File: config.mk
export PLATFORM = sky130hd
export DESIGN_NAME = digit_classifier
export DESIGN_NICKNAME = d
export VERILOG_FILES = /design/src/rtl/digit_classifier.sv
export SDC_FILE = /design/constraint.sdc
export NUM_CORES = 1
export LEC_CHECK = 0
export ABC_AREA = 1
export BUFFER_PORTS_ARGS = -buffer_cell sky130_fd_sc_hd__buf_2
export CORE_MARGIN = 3
export CORE_UTILIZATION = 40
export CTS_CLUSTER_SIZE = 30
export DETAILED_ROUTE_END_ITERATION = 12
export GPL_ROUTABILITY_DRIVEN = 0
export REMOVE_ABC_BUFFERS = 1
export SLEW_MARGIN = 20
export SYNTH_ARGS = -nofsm -noshare
export SYNTH_HDL_FRONTEND = slang
export SYNTH_SLANG_ARGS = --single-unit
File: constraint.sdc
create_clock -name clk -period 3.3 [get_ports clk]
set_clock_uncertainty 0.1 [all_clocks]
set_input_delay 0.66 -clock clk [delete_from_list [all_inputs] [get_ports clk]]
set_output_delay 0.66 -clock clk [all_outputs]
set_load 0.005 [all_outputs]
File: src/rtl/digit_classifier.sv
// Sequencer and signed argmax stage for the multiplier block: issues one row at a time,
// tracks the running maximum, and publishes the winning row index.
module digit_classifier #(
  parameter int unsigned NUM_ROWS = 10,
  parameter int unsigned TIMEOUT  = 1023
) (
  input  logic        clk,
  input  logic        n_rst,
  input  logic        start,
  input  logic        done_row,
  input  logic [15:0] row_result,
  output logic        begin_mult,
  output logic [3:0]  row_select,
  output logic        busy,
  output logic        result_valid,
  output logic [3:0]  digit,
  output logic [15:0] max_score,
  output logic        timeout_err
);

  localparam int unsigned WdW = (TIMEOUT < 1) ? 1 : $clog2(TIMEOUT + 1);
  localparam logic [WdW-1:0] WdMax = WdW'(TIMEOUT);
  localparam logic [3:0] LastRow = 4'(NUM_ROWS - 1);

  typedef enum logic [2:0] {
    StIdle, StIssue, StWait, StCompare, StDone, StError
  } state_e;

  state_e         state_q, state_d;
  logic [3:0]     row_idx_q, row_idx_d;
  logic [WdW-1:0] wdog_q, wdog_d;
  logic [15:0]    score_q, score_d;
  logic [15:0]    best_score_q, best_score_d;
  logic [3:0]     best_idx_q, best_idx_d;
  logic [3:0]     digit_q, digit_d;
  logic [15:0]    max_score_q, max_score_d;
  logic           timeout_err_q, timeout_err_d;
  logic           take_new;

  always_ff @(posedge clk or negedge n_rst) begin
    if (!n_rst) begin
      state_q <= StIdle;
    end else begin
      state_q <= state_d;
    end
  end

  always_comb begin
    state_d = state_q;
    unique case (state_q)
      StIdle, StError: if (start) state_d = StIssue;
      StIssue:         state_d = StWait;
      StWait: begin
        // A row completing on the final watchdog cycle wins over the timeout.
        if (done_row) begin
          state_d = StCompare;
        end else if (wdog_q == WdMax) begin
          state_d = StError;
        end
      end
      StCompare:       state_d = (row_idx_q == LastRow) ? StDone : StIssue;
      StDone:          state_d = StIdle;
      default:         state_d = StIdle;
    endcase
  end

  always_comb begin
    begin_mult   = (state_q == StIssue);
    result_valid = (state_q == StDone);
    busy         = (state_q == StIssue) || (state_q == StWait) || (state_q == StCompare);
  end

  // Strict signed compare so ties keep the lower row index.
  assign take_new = (row_idx_q == 4'd0) || ($signed(score_q) > $signed(best_score_q));

  always_comb begin
    row_idx_d     = row_idx_q;
    wdog_d        = wdog_q;
    score_d       = score_q;
    best_score_d  = best_score_q;
    best_idx_d    = best_idx_q;
    digit_d       = digit_q;
    max_score_d   = max_score_q;
    timeout_err_d = timeout_err_q;
    unique case (state_q)
      StIdle, StError: begin
        if (start) begin
          row_idx_d     = 4'd0;
          timeout_err_d = 1'b0;
        end
      end
      StIssue: wdog_d = '0;
      StWait: begin
        if (done_row) begin
          score_d = row_result;
        end else if (wdog_q == WdMax) begin
          timeout_err_d = 1'b1;
        end else begin
          wdog_d = wdog_q + 1'b1;
        end
      end
      StCompare: begin
        if (take_new) begin
          best_score_d = score_q;
          best_idx_d   = row_idx_q;
        end
        // Publish on the edge into DONE so the outputs line up with result_valid.
        if (row_idx_q == LastRow) begin
          digit_d     = take_new ? row_idx_q : best_idx_q;
          max_score_d = take_new ? score_q : best_score_q;
        end else begin
          row_idx_d = row_idx_q + 4'd1;
        end
      end
      default: ;
    endcase
  end

  always_ff @(posedge clk or negedge n_rst) begin
    if (!n_rst) begin
      row_idx_q     <= 4'd0;
      wdog_q        <= '0;
      score_q       <= 16'd0;
      best_score_q  <= 16'd0;
      best_idx_q    <= 4'd0;
      digit_q       <= 4'd0;
      max_score_q   <= 16'd0;
      timeout_err_q <= 1'b0;
    end else begin
      row_idx_q     <= row_idx_d;
      wdog_q        <= wdog_d;
      score_q       <= score_d;
      best_score_q  <= best_score_d;
      best_idx_q    <= best_idx_d;
      digit_q       <= digit_d;
      max_score_q   <= max_score_d;
      timeout_err_q <= timeout_err_d;
    end
  end

  assign row_select  = row_idx_q;
  assign digit       = digit_q;
  assign max_score   = max_score_q;
  assign timeout_err = timeout_err_q;

endmodule

==> metrics.csv, run 1 <==
metric,value,unit
outcome,finished clean,
"slowest stage delay, CP",0.65,ns
Worst Path Arrival,2.54,ns
"FF+latch count, synth",74,
Leak Pwr,2.466,nW
vias in the first global route,3286,
die height,104.3,µm
DR pass1 iterations,4,
worst-case reg-to-reg path depth,7,
Detailed Route Iter0 Violations,162,
WL/cell,12.95,µm
I/O Buffers,47,
layout cell share with drive strength beyond 1,16.15,%
crit path kind,flop to flop,
Final Non-Filler Cells,674,
largest area contributor in the netlist,dfrtp_1,
DP Wirelength,6038,µm
Rows,35,
Hold/Removal Path Class,input pin to asynchronous set/reset pin,
Crit path buffers/inverters,1,
layout filler cell count,975,
TNS Setup,0,ns
CTS Buf Count,9,
cts hold-fix bufs,0,
period utilization,73.00,%
Avg Inst Size Synth,7.840,µm²
CTS resizes,0,
final count of pins violating max slew,0,
Core Footprint,9328,µm²
synthesized area,3865,µm²
final wirelength,8727,µm
area delta synth->final,14.41,%
crit-path max FO,21,
Tot Pwr,4.131,mW
R2R Setup Slk,0.89,ns
GRT overflow,0,
CTS root buf,clkbuf_8,
die area,10880,µm²
Synth cell types,31,
Yosys top cell area share,47.91,%
initial antenna violation count,0,
"Warnings, synthesis",0,
DR DRC count,0,
Clock Latency Late Sink,0.35,ns
Hold WS,0.3455,ns
Crit path max-delay family,simple AND/OR/NAND/NOR gates,
nets@finish,580,
total number of vias,3274,
drt via density,4.858,
Cell Count Post-Placement,658,
CTS tree,built,
CTS Sinks,74,
P per Cell Area,934.3,nW/µm²
RSZ-0062 raised after global routing,false,
All-Layer GR Usage,17.08,%
boundary pin count,48,
worst-margin pin slew,0.9343,ns
crit-path cells,inv_1 > ha_1 > nand3_1 > nand2_4 > nand2_1 > nand3_1 > nand2_1,
clk slew on worst S/H paths,0.08,ns
Tmin final,2.409,ns
CP Launch Type,flop,
Peak Freq,415.1,MHz
beginning of the worst register-to-register path,row_select[1],
Final Hold Viols,0,
Post-DRT Antenna Nets,0,
largest net degree at the start of global routing,75,
critical path data required time,3.43,ns
Synth area leaders,"dfrtp_1, nand2_1, nand3_1",
die width,104.3,µm
"Slowest-stage cell, CP",nand3_1,
sequential area share after synthesis,47.91,%
# Post-CTS Setup Buffers,0,
max_slew headroom,37.54,%
first-pass GRT wire length,15310,µm
crit end category,flop,
Starting Density,41.44,%
# setup viols final,0,
Syn Inst Count,493,
H-tree Lvls,3,
number of diodes,0,
Worst VDD drop,0.4496,mV
reg-to-reg endpoint,best_idx_q[0],
max-cap viol count,0,
Longest Clk Path Bufs,2,
-- cell usage in the layout, fill, tap and decap left out, types with 4 or more instances in the layout --
| master | synthesis | routed |
|---|---|---|
| nor3_1 | 5 | 5 |
| nand2_1 | 149 | 149 |
| a21oi_1 | 26 | 26 |
| nand4_1 | 6 | 6 |
| inv_1 | 60 | 60 |
| dfrtp_1 | 74 | 74 |
| nand3_1 | 64 | 64 |
| buf_4 | 2 | 6 |
| nor2_1 | 35 | 35 |
| buf_2 | 0 | 46 |
| ha_1 | 20 | 20 |
| o21ai_1 | 4 | 4 |
| o21ai_0 | 5 | 5 |
| inv_2 | 7 | 7 |
| clkbuf_8 | 0 | 10 |
-- sequential cells by signal, indices dropped and copies added, names as in the netlist --
signal	flops
best_idx_q	4
state_q	3
score_q	16
best_score_q	16
wdog_q	10
max_score	16
digit	4
timeout_err	1
row_select	4
-- synthesized netlist by cell type (all sizes together) --
master and number:
a21o 1, nor2 39, nand4 6, nand3 67, or2 1, a31oi 1, a32o 1, clkbuf 11
a21oi 27, nor3 7, inv 67, o21bai 2, ha 20, o21a 1, xor2 1, buf 5
dfrtp 74, o21ai 9, nand2 153
-- stage by stage --
stage                     utilization (%)  setup WS [ns]  instance area (µm²)
final                               47.40         0.8909                 4422
after CTS                           47.40         0.8712                 4422
after global routing                47.40         0.6478                 4422
after detailed placement            45.31         0.8708                 4227
after global placement              45.31         0.9288                 4227
after floorplan                         -         0.6678                 3790
-- how the worst max path moves through the flow --
stage,start,cells after the start,to,slack [ns]
after global routing,row_select[1],7,best_score_q[15],0.65
after global placement,score_q[15],12,best_idx_q[0],0.93
after detailed placement,row_select[1],7,best_idx_q[0],0.87
final,row_select[1],7,best_idx_q[0],0.89
after floorplan,state_q[2],9,row_select[2],0.67
after CTS,score_q[15],12,best_idx_q[0],0.87
-- where the power goes --
group,switching (mW),internal [mW]
registers,0.195,1.22
logic,1.32,0.682
clock network,0.346,0.368
-- kinds of logic after synthesis --
family | share of synthesized area, %
simple gates | 30.98
buf+inv | 8.450
flops | 47.91
compound gates | 5.957
fa+ha+maj | 6.475
xor+xnor | 0.2267
-- final cells by class --
class | instances | area, µm² | area share (%)
timing repair buffer | 52 | 275.3 | 6.225
sequential | 74 | 1852 | 41.88
clock inverter | 5 | 53.80 | 1.217
multi-input combinational | 336 | 1687 | 38.14
tap | 129 | 161.4 | 3.650
clock buffer | 11 | 141.4 | 3.198
inverter | 67 | 251.5 | 5.688
-- routing by layer --
layer	routed length [µm]	global-route usage [%]	up-vias
li1	-	-	1662
met1	4243	23.70	1528
met2	3895	26.75	69
met3	412	2.731	15
met4	176	6.743	0
met5	0	0	-
(Power assumes the default switching activity.)
==> inputs of run 2 (changes only) <==
Clock period 3.3 ns to 2.4 ns, I/O delays scaled along.
==> metrics.csv, run 2 (synthesized netlist as in run 1, its figures left out) <==
metric,value,unit,change
DP Wirelength,6183,µm,was 6038 µm
die width,104.3,µm,unchanged
Internal Pwr Total,3.065,mW,was 2.266 mW
drt via density,4.856,,was 4.858
critical path data required time,2.53,ns,was 3.43 ns
crit-path max FO,9,,was 21
most frequent cells in the layout,"nand2_1, dfrtp_1, nand3_1",,unchanged
total number of vias,3297,,"was 3,274"
layout cell share with drive strength beyond 1,16.55,%,was 16.15%
"commonest non-fill, non-tap cell in the layout",nand2_1,,unchanged
DR DRC count,0,,unchanged
P per Cell Area,1274,nW/µm²,was 934.3 nW/µm²
WL/cell,13.03,µm,was 12.95 µm
outcome,finished clean,,unchanged
layout filler cell count,946,,was 975
CTS root buf,clkbuf_8,,unchanged
Worst VDD drop,0.5890,mV,was 0.4496 mV
Rows,35,,unchanged
CP Launch Type,flop,,unchanged
die height,104.3,µm,unchanged
Starting Density,41.44,%,unchanged
CTS Sinks,74,,unchanged
Leak Pwr,2.474,nW,was 2.466 nW
# setup viols final,0,,unchanged
pre-CTS setup slack,0.1920,ns,was 0.8708 ns
Final Hold Viols,0,,unchanged
CTS tree,built,,unchanged
Crit path buffers/inverters,1,,unchanged
Longest Clk Path Bufs,2,,unchanged
part of the power in the clock network,14.4,%,was 17.3%
die area,10880,µm²,unchanged
Crit path max-delay family,simple AND/OR/NAND/NOR gates,,unchanged
CTS Buf Count,9,,unchanged
R2R Setup Slk,0.21,ns,was 0.89 ns
hold path cells,3,,
final wirelength,8847,µm,was 8727 µm
vias in the first global route,3353,,"was 3,286"
initial antenna violation count,0,,unchanged
Worst Path Arrival,2.32,ns,was 2.54 ns
reg-to-reg endpoint,best_score_q[1],,was best_idx_q[0]
"Slowest-stage cell, CP",dfrtp_1,,was nand3_1
Core Footprint,9328,µm²,unchanged
crit end category,flop,,unchanged
period utilization,91.44,%,was 73.00%
"slowest stage delay, CP",0.39,ns,was 0.65 ns
I/O Buffers,47,,unchanged
max_slew headroom,69.17,%,was 37.54%
worst-case reg-to-reg path depth,9,,was 7
Seq pwr share,34.3,%,was 34.1%
beginning of the worst register-to-register path,score_q[15],,was row_select[1]
All-Layer GR Usage,17.19,%,was 17.08%
largest net degree at the start of global routing,41,,was 75
nets@finish,586,,was 580
H-tree Lvls,3,,unchanged
DR pass1 iterations,5,,was 4
Post-DRT Antenna Nets,0,,unchanged
final count of pins violating max slew,0,,unchanged
clk slew on worst S/H paths,0.08,ns,about the same
worst-margin pin slew,0.4624,ns,was 0.9343 ns
first-pass GRT wire length,15330,µm,"was 15,310 µm"
crit-path cells,ha_1 > nand2_1 > nor3_2 > nand4_1 > nand3_4 > buf_4 > nand3_1 > nand3_1 > nand2_1,,was inv_1 > ha_1 > nand3_1 > nand2_4 > nand2_1 > nand3_1 > nand2_1
switching power,2.600,mW,was 1.865 mW
Clock Latency Late Sink,0.34,ns,was 0.35 ns
GRT overflow,0,,unchanged
min-delay src,row_result[9],,
max-cap viol count,0,,unchanged
Comb pwr share,51.3,%,was 48.6%
boundary pin count,48,,unchanged
net switching fraction of the power,45.90,%,was 45.14%
Cell Count Post-Placement,663,,was 658
Peak Freq,455.7,MHz,was 415.1 MHz
area delta synth->final,15.05,%,was 14.41%
Tmin final,2.195,ns,was 2.409 ns
number of diodes,0,,unchanged
Final Util,47.67,%,was 47.40%
crit path kind,flop to flop,,unchanged
Detailed Route Iter0 Violations,162,,unchanged
Hold Path Sink,score_q[9],,
Final Non-Filler Cells,679,,was 674
final worst setup slack,0.2054,ns,was 0.8909 ns
RSZ-0062 raised after global routing,false,,unchanged
Hold/Removal Path Class,input pin to flop,,was input pin to asynchronous set/reset pin
-- run 2: cell count changes in the layout (fill, tap and decap cells not counted) --
cell           previous run  this run
buf_4                     6        10
buf_12                    0         1
bufinv_16                 1         0
clkbuf_1                  1         2
clkbuf_8                 10         9
clkinv_2                  3         4
clkinv_4                  1         0
dlygate4sd3_1             0         1
nand2_4                   1         0
nand2_8                   0         1
-- run 2: cell type report --
type	instances	area, µm²	share of cell area, %
Clock inverter	4	20.02	0.4502
Clock buffer	11	131.4	2.954
Tap cell	129	161.4	3.630
Sequential cell	74	1852	41.64
Inverter	67	251.5	5.656
Multi-Input combinational cell	336	1695	38.13
Timing Repair Buffer	58	335.3	7.541
-- run 2: timing repair --
action / CTS / global route
hold buffers: 1 / 0
resized for setup: 0 / 1
setup endpoints to repair: 0 / 6
hold endpoints to repair: 24 / 0
buffers inserted: 0 / 0
-- run 2: routing by layer --
metal	part of all wire, %	vias to the layer above	track usage, %
met3	5.2	2	3.911
li1	-	1669	-
met4	0.44	0	6.553
met1	46	1547	21.74
met2	49	79	28.60
met5	0	-	0
-- run 2: worst max-delay path by stage --
stage | startpoint | to | slack [ns] | cells past startpoint
2_1_floorplan | state_q[2] | row_select[2] | -0.23 | 9
3_3_place_gp | score_q[15] | max_score[5] | 0.25 | 12
3_5_place_dp | score_q[15] | max_score[5] | 0.19 | 12
4_1_cts | score_q[15] | max_score[5] | 0.18 | 12
5_1_grt | best_score_q[7] | max_score[2] | 0.02 | 10
6_report | score_q[15] | best_score_q[1] | 0.21 | 9
-- run 2: tightest hold or removal path, delay by kind of cell --
family	cells	cell delay [ns]
AO/OA/AOI/OAI	1	0.10
buffers and inverters	1	0.07
AND/OR/NAND/NOR	1	0.03
-- run 2: power by group through the flow --
| stage | registers [mW] | clock network [mW] | logic, mW |
|---|---|---|---|
| final | 1.94 | 0.816 | 2.91 |
| after global routing | 1.99 | 0.900 | 3.36 |
| after CTS | 1.94 | 0.852 | 2.90 |
| after detailed placement | 1.96 | 0 | 2.89 |
| after global placement | 1.95 | 0 | 2.82 |
| after floorplan | 1.90 | 0 | 2.02 |
-- run 2: per-stage QoR --
stage	hold slack, ns	TNS [ns]	power (mW)	area, µm²
after detailed placement	0.3644	0	4.845	4277
after CTS	0.2611	0	5.694	4438
after floorplan	0.08441	-0.8478	3.922	3790
after global placement	0.3618	0	4.764	4277
final	0.2834	0	5.664	4447
after global routing	0.2798	0	6.251	4447
==> inputs of run 3 (changes only) <==
Settings changed: CORE_UTILIZATION 40 to 58, PLACE_DENSITY set to 0.8.
==> metrics.csv, run 3 (synthesized netlist as in run 1, its figures left out) <==
metric,value,unit,change
outcome,finished clean,,unchanged
"most used cell, CP",nand2_1,,
P per Cell Area,1322,nW/µm²,was 1274 nW/µm²
CTS tree,built,,unchanged
post-route cell area,4414,µm²,was 4447 µm²
max-cap viol count,0,,unchanged
largest net degree at the start of global routing,26,,was 41
Hold/Removal Path Class,input pin to asynchronous set/reset pin,,was input pin to flop
crit end category,flop,,unchanged
crit-path max FO,12,,was 9
CTS Sinks,74,,unchanged
Starting Density,60.52,%,was 41.44%
Tmin final,2.236,ns,was 2.195 ns
layout filler cell count,498,,was 946
final count of pins violating max slew,0,,unchanged
CTS Buf Count,9,,unchanged
worst-case reg-to-reg path depth,12,,was 9
Clock Latency Late Sink,0.35,ns,was 0.34 ns
Rows,29,,was 35
WL/cell,14.01,µm,was 13.03 µm
Core Footprint,6386,µm²,was 9328 µm²
All-Layer GR Usage,25.07,%,was 17.19%
critical path data required time,2.53,ns,about the same
CP Launch Type,flop,,unchanged
initial antenna violation count,0,,unchanged
Final Hold Viols,0,,unchanged
DP Wirelength,6175,µm,was 6183 µm
"slowest stage delay, CP",0.40,ns,was 0.39 ns
max_slew headroom,64.57,%,was 69.17%
Leak Pwr,2.491,nW,was 2.474 nW
die height,87.63,µm,was 104.3 µm
layout cell share with drive strength beyond 1,16.73,%,was 16.55%
critical path depth in cells,12,,was 9
M3 GR Usage,5.456,%,was 3.911%
cts hold-fix bufs,0,,was 1
H-tree Lvls,3,,unchanged
# setup viols final,0,,unchanged
number of diodes,0,,unchanged
most frequent cells in the layout,"nand2_1, dfrtp_1, nand3_1",,unchanged
Final Util,69.12,%,was 47.67%
crit-path cells,inv_1 > ha_1 > nand2_1 > o21bai_1 > nand2_1 > a21oi_2 > nand3_2 > nand3_4 > buf_6 > nand3_1 > nand3_1 > nand2_1,,was ha_1 > nand2_1 > nor3_2 > nand4_1 > nand3_4 > buf_4 > nand3_1 > nand3_1 > nand2_1
final wirelength,8787,µm,was 8847 µm
boundary pin count,48,,unchanged
Hold WS,0.02442,ns,was 0.2834 ns
period utilization,93.17,%,was 91.44%
CTS resizes,0,,unchanged
CTS root buf,clkbuf_8,,unchanged
Crit path max-delay family,simple AND/OR/NAND/NOR gates,,unchanged
"commonest non-fill, non-tap cell in the layout",nand2_1,,unchanged
die area,7679,µm²,"was 10,880 µm²"
clk slew on worst S/H paths,0.08,ns,about the same
nets@finish,586,,unchanged
Post-DRT Antenna Nets,0,,unchanged
met2 usage,41.30,%,was 28.60%
Worst Path Arrival,2.37,ns,was 2.32 ns
Detailed Route Iter0 Violations,197,,was 162
first-pass GRT wire length,15030,µm,"was 15,330 µm"
grt peak-use layer,met2,,unchanged
total number of vias,3426,,"was 3,297"
RSZ-0062 raised after global routing,false,,unchanged
DR DRC count,0,,unchanged
met1 Use GR,32.18,%,was 21.74%
worst-margin pin slew,0.5302,ns,was 0.4624 ns
Peak Freq,447.2,MHz,was 455.7 MHz
DR pass1 iterations,5,,unchanged
I/O Buffers,47,,unchanged
drt via density,5.464,,was 4.856
"Slowest-stage cell, CP",dfrtp_1,,unchanged
area delta synth->final,14.21,%,was 15.05%
crit path kind,flop to flop,,unchanged
Longest Clk Path Bufs,2,,unchanged
die width,87.63,µm,was 104.3 µm
GRT overflow,0,,unchanged
vias in the first global route,3376,,"was 3,353"
# Post-CTS Setup Buffers,0,,unchanged
Crit path buffers/inverters,2,,was 1
"Cell Area, Placed",4217,µm²,was 4277 µm²
Worst VDD drop,0.7306,mV,was 0.5890 mV
[run 3: changes by cell type in the layout (fill, tap and decap cells not counted)]
cell,before,now
clkinv_2,4,2
buf_2,46,47
buf_4,10,9
buf_6,0,1
bufinv_16,0,1
clkbuf_8,9,10
dlygate4sd3_1,1,0
[run 3: final timing paths]
kind	end	from	slack, ns
max	best_score_q[1]	best_score_q[14]	0.16
min	wdog_q[7]	n_rst	0.02
max reg2reg	best_score_q[1]	best_score_q[14]	0.16
min reg2reg	max_score[2]	max_score[2]	0.38
max in group asynchronous	max_score[0]	n_rst	1.88
min in group clk	score_q[15]	row_result[15]	0.28
[run 3: layer usage]
| layer | part of all wire [%] | wire length, µm |
|---|---|---|
| met1 | 43 | 3809 |
| met2 | 47 | 4168 |
| met4 | 2.3 | 201 |
| met3 | 6.9 | 608 |
| met5 | 0 | 0 |
[run 3: where the power goes]
part           leakage, nW  total [mW]  switching [mW]  internal (mW)
combinational         1.46        2.95            1.92           1.03
sequential           0.938        1.95           0.276           1.67
clock               0.0962       0.936           0.435          0.500
[run 3: final cells by class]
cell class,instances,area [µm²],area share [%]
clock buffer,12,145.1,3.288
tap,77,96.34,2.183
sequential,74,1852,41.95
inverter,67,251.5,5.697
timing repair buffer,58,334.1,7.568
clock inverter,3,40.04,0.9070
multi-input combinational,336,1695,38.41
[run 3: stage by stage]
stage               TNS [ns]  worst slack, ns  total power [mW]  cells
finish                     0           0.1640             5.834    627
global placement           0           0.2504             4.690    612
global route               0          0.03039             6.370    627
floorplan            -0.8478          -0.2322             3.922    477
detailed placement         0           0.1827             4.813    612
CTS                        0           0.1529             5.773    627
